<file path="src/rtl/sample_mixer_pkg.sv">
// sample_mixer_pkg: shared widths, sizes and state encoding for the loop-bank mixer
// Contents: DATA_W, NUM_BANKS, ACC_W, SUM_CYCLES, state_t
package sample_mixer_pkg;
    localparam int DATA_W     = 16;
    localparam int NUM_BANKS  = 8;
    localparam int ACC_W      = DATA_W + 4;
    localparam int SUM_CYCLES = 8;
    typedef enum logic [1:0] {
        IDLE  = 2'd0,
        DRIVE = 2'd1,
        SUM   = 2'd2,
        OUT   = 2'd3
    } state_t;
endpackage

</file>
<file path="src/rtl/sample_mixer_sat.sv">
// sample_sat: clamps a signed accumulator into the signed output sample range
// Ports:
//   acc_in  [IN_W]  signed accumulator value
//   sat_out [OUT_W] value clamped to [-2^(OUT_W-1), 2^(OUT_W-1)-1]
module sample_sat #(
    parameter int IN_W  = 20,
    parameter int OUT_W = 16
) (
    input  logic [IN_W-1:0]  acc_in,
    output logic [OUT_W-1:0] sat_out
);
    logic [IN_W-OUT_W:0] hi;
    logic                ovf;
    // The value fits only when every bit from the output sign bit upward agrees.
    always_comb begin
        hi      = acc_in[IN_W-1:OUT_W-1];
        ovf     = !((&hi) || !(|hi));
        sat_out = !ovf ? acc_in[OUT_W-1:0] :
                  acc_in[IN_W-1] ? {1'b1, {(OUT_W-1){1'b0}}} : {1'b0, {(OUT_W-1){1'b1}}};
    end
endmodule

</file>
<file path="src/rtl/sample_mixer.sv">
// sample_mixer: loop-bank record sequencer and saturating per-frame mixer
// Ports:
//   clk_100MHz, rstn          clock, asynchronous active-low reset
//   playing, recording        per-bank play / record enables
//   mem_bank                  bank index of the current memory access
//   get_data, data_ready      start / end of a bank access (one-cycle pulses)
//   mix_data                  once-per-frame pulse that starts a mix
//   write_zero                erase mode: forces zero onto the RAM bus
//   sample_in, ram_dq_i       live input sample, RAM read data
//   ram_dq_o, ram_dq_oe       RAM write data and bus drive enable
//   mix_out, mix_valid        saturated mix and its one-cycle update strobe
// Build option: define SAMPLE_MIXER_MONITOR_EN to seed each mix with the live sample_in.
module sample_mixer
    import sample_mixer_pkg::*;
#(
    parameter int DATA_W    = sample_mixer_pkg::DATA_W,
    parameter int NUM_BANKS = sample_mixer_pkg::NUM_BANKS
) (
    input  logic                 clk_100MHz,
    input  logic                 rstn,
    input  logic [NUM_BANKS-1:0] playing,
    input  logic [NUM_BANKS-1:0] recording,
    input  logic [2:0]           mem_bank,
    input  logic                 get_data,
    input  logic                 data_ready,
    input  logic                 mix_data,
    input  logic                 write_zero,
    input  logic [DATA_W-1:0]    sample_in,
    input  logic [DATA_W-1:0]    ram_dq_i,
    output logic [DATA_W-1:0]    ram_dq_o,
    output logic                 ram_dq_oe,
    output logic [DATA_W-1:0]    mix_out,
    output logic                 mix_valid
);
    localparam int AW = DATA_W + 4;
    localparam int CW = $clog2(SUM_CYCLES);

    state_t            state;
    logic [CW-1:0]     cnt;
    logic [AW-1:0]     acc;
    logic [DATA_W-1:0] dq_q;
    logic              oe_q;
    logic [DATA_W-1:0] bank_reg [NUM_BANKS];
    logic [DATA_W-1:0] shadow   [NUM_BANKS];
    logic              bank_ok;
    logic              bank_live;
    logic              rec_go;
    logic [AW-1:0]     acc_init;
    logic [AW-1:0]     sum_term;
    logic [DATA_W-1:0] sat_val;

    // Out-of-range bank indices are dropped rather than wrapped onto a real bank.
    always_comb begin
        bank_ok   = int'(mem_bank) < NUM_BANKS;
        bank_live = bank_ok && playing[mem_bank] && !recording[mem_bank];
        rec_go    = get_data && !write_zero && bank_ok && recording[mem_bank];
`ifdef SAMPLE_MIXER_MONITOR_EN
        acc_init  = {{(AW-DATA_W){sample_in[DATA_W-1]}}, sample_in};
`else
        acc_init  = '0;
`endif
        sum_term  = {{(AW-DATA_W){shadow[cnt][DATA_W-1]}}, shadow[cnt]};
        ram_dq_o  = write_zero ? '0 : dq_q;
        ram_dq_oe = write_zero || oe_q;
    end

    sample_sat #(.IN_W(AW), .OUT_W(DATA_W)) u_sat (
        .acc_in  (acc),
        .sat_out (sat_val)
    );

    always_ff @(posedge clk_100MHz or negedge rstn) begin
        if (!rstn) begin
            state     <= IDLE;
            cnt       <= '0;
            acc       <= '0;
            dq_q      <= '0;
            oe_q      <= 1'b0;
            mix_out   <= '0;
            mix_valid <= 1'b0;
            for (int i = 0; i < NUM_BANKS; i++) begin
                bank_reg[i] <= '0;
                shadow[i]   <= '0;
            end
        end else begin
            mix_valid <= 1'b0;
            // Bank capture runs in every state; the mix works from the shadow copy.
            if (data_ready && bank_ok)
                bank_reg[mem_bank] <= bank_live ? ram_dq_i : '0;
            case (state)
                IDLE: begin
                    if (rec_go) begin
                        dq_q  <= sample_in;
                        oe_q  <= 1'b1;
                        state <= DRIVE;
                    end else if (mix_data) begin
                        shadow <= bank_reg;
                        acc    <= acc_init;
                        cnt    <= '0;
                        state  <= SUM;
                    end
                end
                DRIVE: begin
                    if (data_ready) begin
                        oe_q  <= 1'b0;
                        state <= IDLE;
                    end
                end
                SUM: begin
                    acc   <= acc + sum_term;
                    cnt   <= cnt + 1'b1;
                    state <= (cnt == CW'(SUM_CYCLES - 1)) ? OUT : SUM;
                end
                OUT: begin
                    mix_out   <= sat_val;
                    mix_valid <= 1'b1;
                    state     <= IDLE;
                end
                default: state <= IDLE;
            endcase
        end
    end
endmodule

</file>
<file path="config.mk">
export PLATFORM = sky130hd
export DESIGN_NAME = sample_mixer
export DESIGN_NICKNAME = d
export VERILOG_FILES = /design/src/rtl/sample_mixer_pkg.sv /design/src/rtl/sample_mixer_sat.sv /design/src/rtl/sample_mixer.sv
export SDC_FILE = /design/constraint.sdc
export NUM_CORES = 1
export LEC_CHECK = 0
export BUFFER_PORTS_ARGS = -buffer_cell sky130_fd_sc_hd__buf_4
export CORE_MARGIN = 2
export CORE_UTILIZATION = 55
export DETAILED_ROUTE_END_ITERATION = 10
export PLACE_DENSITY = 0.87
export SYNTH_ARGS = -nofsm -noshare
export SYNTH_HDL_FRONTEND = slang
export SYNTH_HIERARCHICAL = 1
export SYNTH_SLANG_ARGS = --single-unit
export TNS_END_PERCENT = 1
</file>
<file path="constraint.sdc">
create_clock -name clk_100MHz -period 4 [get_ports clk_100MHz]
set_input_delay 0.8 -clock clk_100MHz [delete_from_list [all_inputs] [get_ports clk_100MHz]]
set_output_delay 0.8 -clock clk_100MHz [all_outputs]
set_load 0.02 [all_outputs]
</file>
==> impl_metrics.py <==
metrics = {
    "run_status": {
        "status": "finished clean",
    },
    "timing": {
        "grt_setup_unrepaired": "false",
        "tns_ns": 0,
        "finClkSkew_ns": 0.0243,
        "setup_viol": 0,
        "tightestPinTransition_ns": 1.04,
        "slew-limit-headroom_pct": 30.8,
        "timing.final.max_slew_violations": 0,
        "fmax_ghz": 0.271,
        "period_share_pct": 92.4,
        "hold_viol": 0,
        "min_period_ns": 3.70,
    },
    "pwr": {
        "vdd_drop_max_v": 0.000589,
        "internal_power_w": 0.00861,
        "clkPwrFrac_pct": 23.8,
        "netSwitchingFraction_pct": 33.5,
        "combinationalPowerShare_pct": 37.3,
        "seq_power_share_pct": 38.9,
        "leakage_nw": 8.04,
        "cellPowerDensity_nw_per_um2": 779,
        "switching_power_w": 0.00433,
    },
    "placement": {
        "dpl.hpwl_um": 20500,
        "io_buffers": 90,
        "place.gp.congestion": 0.840,
        "dpl_cell_area_um2": 15500,
    },
    "synth": {
        "async_flop_share_pct": 100,
        "syn_nets": 1219,
        "synth-simple-area-share_pct": 8.15,
        "syn_inst": 1140,
        "ys.flop_type": "dfrtp_1",
        "synth_cell_types": 51,
        "synth_area_per_cell_um2": 12.8,
        "synth_xor_xnor_area_share_pct": 1.02,
        "synth_top_family_by_area": "multiplexers",
        "synth_compound_area_share_pct": 9.15,
        "yosys_warnings": 6,
        "synthMuxAreaShare_pct": 22.4,
        "syn-cell-area_um2": 14600,
        "seq_area_frac_synth_pct": 54.1,
        "yosysMostFrequentCell": "dfrtp_1",
        "synth_area_leaders": "dfrtp_1, mux2_4, mux4_2",
        "synthTopCellsByCount": "dfrtp_1, nand2_1, o21ai_0",
        "yosys.area.top_type": "dfrtp_1",
        "synth_edf_count": 0,
        "synth_top_cell_area_share_pct": 54.1,
        "synth-adder-area-share_pct": 1.94,
        "ys_ff_latch": 315,
    },
    "global_route": {
        "antenna_found_initial": 0,
        "grt_pass1_wl_um": 53300,
        "grt_pass1_vias": 9760,
        "grt_util_all_layers_pct": 23.8,
        "grt-ovfl-total": 0,
        "grt_max_degree": 129,
    },
    "floorplanning": {
        "ios": 91,
        "fp.coreArea_um2": 26100,
        "dieHeight_um": 167,
        "die_w_um": 167,
        "die_area_um2": 27800,
        "initial_utilization_pct": 55.9,
        "num_rows": 59,
    },
    "clock_network": {
        "cts_max_level": 1,
        "cts.sinks": 315,
        "cts_inserted_buffers": 31,
        "root_buffer": "clkbuf_16",
        "clk-insertion-delay-late_ns": 0.58,
        "cts_buffer_depth": 3,
        "cts_tree": "done",
        "path_clk_slew_ns": 0.07,
        "cts_resized": 0,
    },
    "worst_setup_path": {
        "slowest_stage": "mux4_2",
        "critical_path_class": "register to register",
        "critical_path.max_fanout": 5,
        "crit_arrival_ns": 4.11,
        "critPathCaptureType": "register",
        "setup.worst_path.start_class": "register",
        "slowest_delay_ns": 0.50,
        "worstPathRequired_ns": 4.42,
        "crit_chain": "buf_4, mux4_2, mux2_2, fa_1, a211oi_1, o21bai_1, or4_1, a31o_2, o31ai_1, xor2_1, o21ai_0",
    },
    "finish": {
        "drive_above_1_share_pct": 32.5,
        "nets": 1296,
        "final_cell_area_um2": 16600,
        "areaGrowthSynthToFinish_pct": 14.1,
        "diodes": 0,
    },
    "detailed_routing": {
        "dr.pass1.iters": 5,
        "wire_per_inst_um": 21.0,
        "wirelength_um": 33000,
        "ant_nets": 0,
        "drt_iter0_drc": 916,
        "routed_via_density": 5.96,
        "vias": 9390,
        "remaining_drc_errors": 0,
    },
    "flow_run": {
        "maxCapViolCount": 0,
    },
    "hold_path": {
        "hp-class": "input pin to async pin",
    },
}
[area by class of cell]
class,count,area [um2]
fill,1826,9440
inverter,6,22.5
multi-input combinational,743,6220
sequential,315,7880
clock buffer,37,818
timing repair buffer,120,1000
clock inverter,19,255
tap,335,419
[logic make-up (layout without fill, tap and decap cells)]
logic type | after synthesis | in the layout
buffers and inverters | 82 | 182
adders and majority gates | 22 | 22
muxes | 215 | 215
xor gates and xnor gates | 17 | 17
and+or+nand+nor | 268 | 268
AOI/OAI and AO/OA | 221 | 221
DFF | 315 | 315
[timing repair]
| action | CTS | global route |
|---|---|---|
| setup endpoints to repair | 0 | 3 |
| hold buffers | 0 | 0 |
| buffers inserted | 0 | 2 |
[worst max-delay path, delay by kind of cell, from the launching register on]
kind / cells / cell delay [ns]
simple gates: 1 / 0.47
xor+xnor: 1 / 0.16
mux: 2 / 0.81
fa+ha+maj: 1 / 0.46
flops: 1 / 0.44
buf+inv: 1 / 0.16
compound gates: 5 / 1.04
[metrics by stage]
step / hold WS [ns] / setup slack [ns] / std cells / total power, W / util, %
floorplan: 0.446 / 0.0679 / 1140 / 0.00849 / -
global placement: 0.458 / 0.260 / 1516 / 0.00953 / 59.5
detailed placement: 0.470 / 0.205 / 1516 / 0.00976 / 59.5
CTS: 0.354 / 0.187 / 1572 / 0.0129 / 63.6
global route: 0.411 / 0.0187 / 1575 / 0.0136 / 63.8
finish: 0.322 / 0.304 / 1575 / 0.0129 / 63.8
[power groups by stage]
stage	logic (W)	registers (W)	clock network, W
6_report	0.00483	0.00503	0.00308
5_1_grt	0.00521	0.00514	0.00322
4_1_cts	0.00477	0.00501	0.00310
3_5_place_dp	0.00471	0.00505	0
3_3_place_gp	0.00457	0.00496	0
2_1_floorplan	0.00372	0.00477	0
[layout by cell type, fill, tap and decap left out, types with 4 or more instances in the layout]
cell type / n
a22o_1: 4
nand2_1: 179
nand3_1: 7
o21ai_0: 151
nand4_1: 17
inv_1: 6
mux4_2: 35
xnor2_1: 8
clkinv_2: 7
a21o_1: 8
nor2_1: 28
nor2b_1: 20
clkbuf_16: 32
ha_1: 21
mux2i_1: 5
a21oi_1: 11
buf_12: 6
dfrtp_1: 314
o21ai_1: 7
xor2_1: 9
mux2_2: 55
a31oi_1: 4
mux2_4: 120
bufinv_16: 5
clkbuf_1: 4
buf_4: 112
a221oi_2: 10
a221oi_1: 7
[metal layers]
metal | GRT usage [%] | vias to the layer above | part of all wire (%)
met5 | 0 | - | 0
met4 | 6.78 | 0 | 2.3
met3 | 3.59 | 63 | 5.5
met2 | 39.4 | 305 | 49
met1 | 33.1 | 4806 | 44
li1 | - | 4216 | -
[worst paths after layout]
| kind | startpoint | to | slack [ns] | depth (start not counted) |
|---|---|---|---|---|
| setup / recovery | cnt[0]$_DFFE_PN0P_ | acc[16]$_DFFE_PN0P_ | 0.30 | 11 |
| hold / removal | rstn | shadow[51]$_DFFE_PN0P_ | 0.32 | 1 |
| setup reg to reg | cnt[0]$_DFFE_PN0P_ | acc[16]$_DFFE_PN0P_ | 0.30 | 11 |
| hold reg to reg | bank_reg[1]$_DFFE_PN0P_ | bank_reg[1]$_DFFE_PN0P_ | 0.48 | 2 |
| max in group asynchronous | rstn | shadow[89]$_DFFE_PN0P_ | 2.75 | 2 |
| min in group clk_100MHz | sample_in[8] | dq_q[8]$_DFFE_PN0P_ | 0.47 | 2 |
Note: power is estimated with default switching activity, not from simulation.
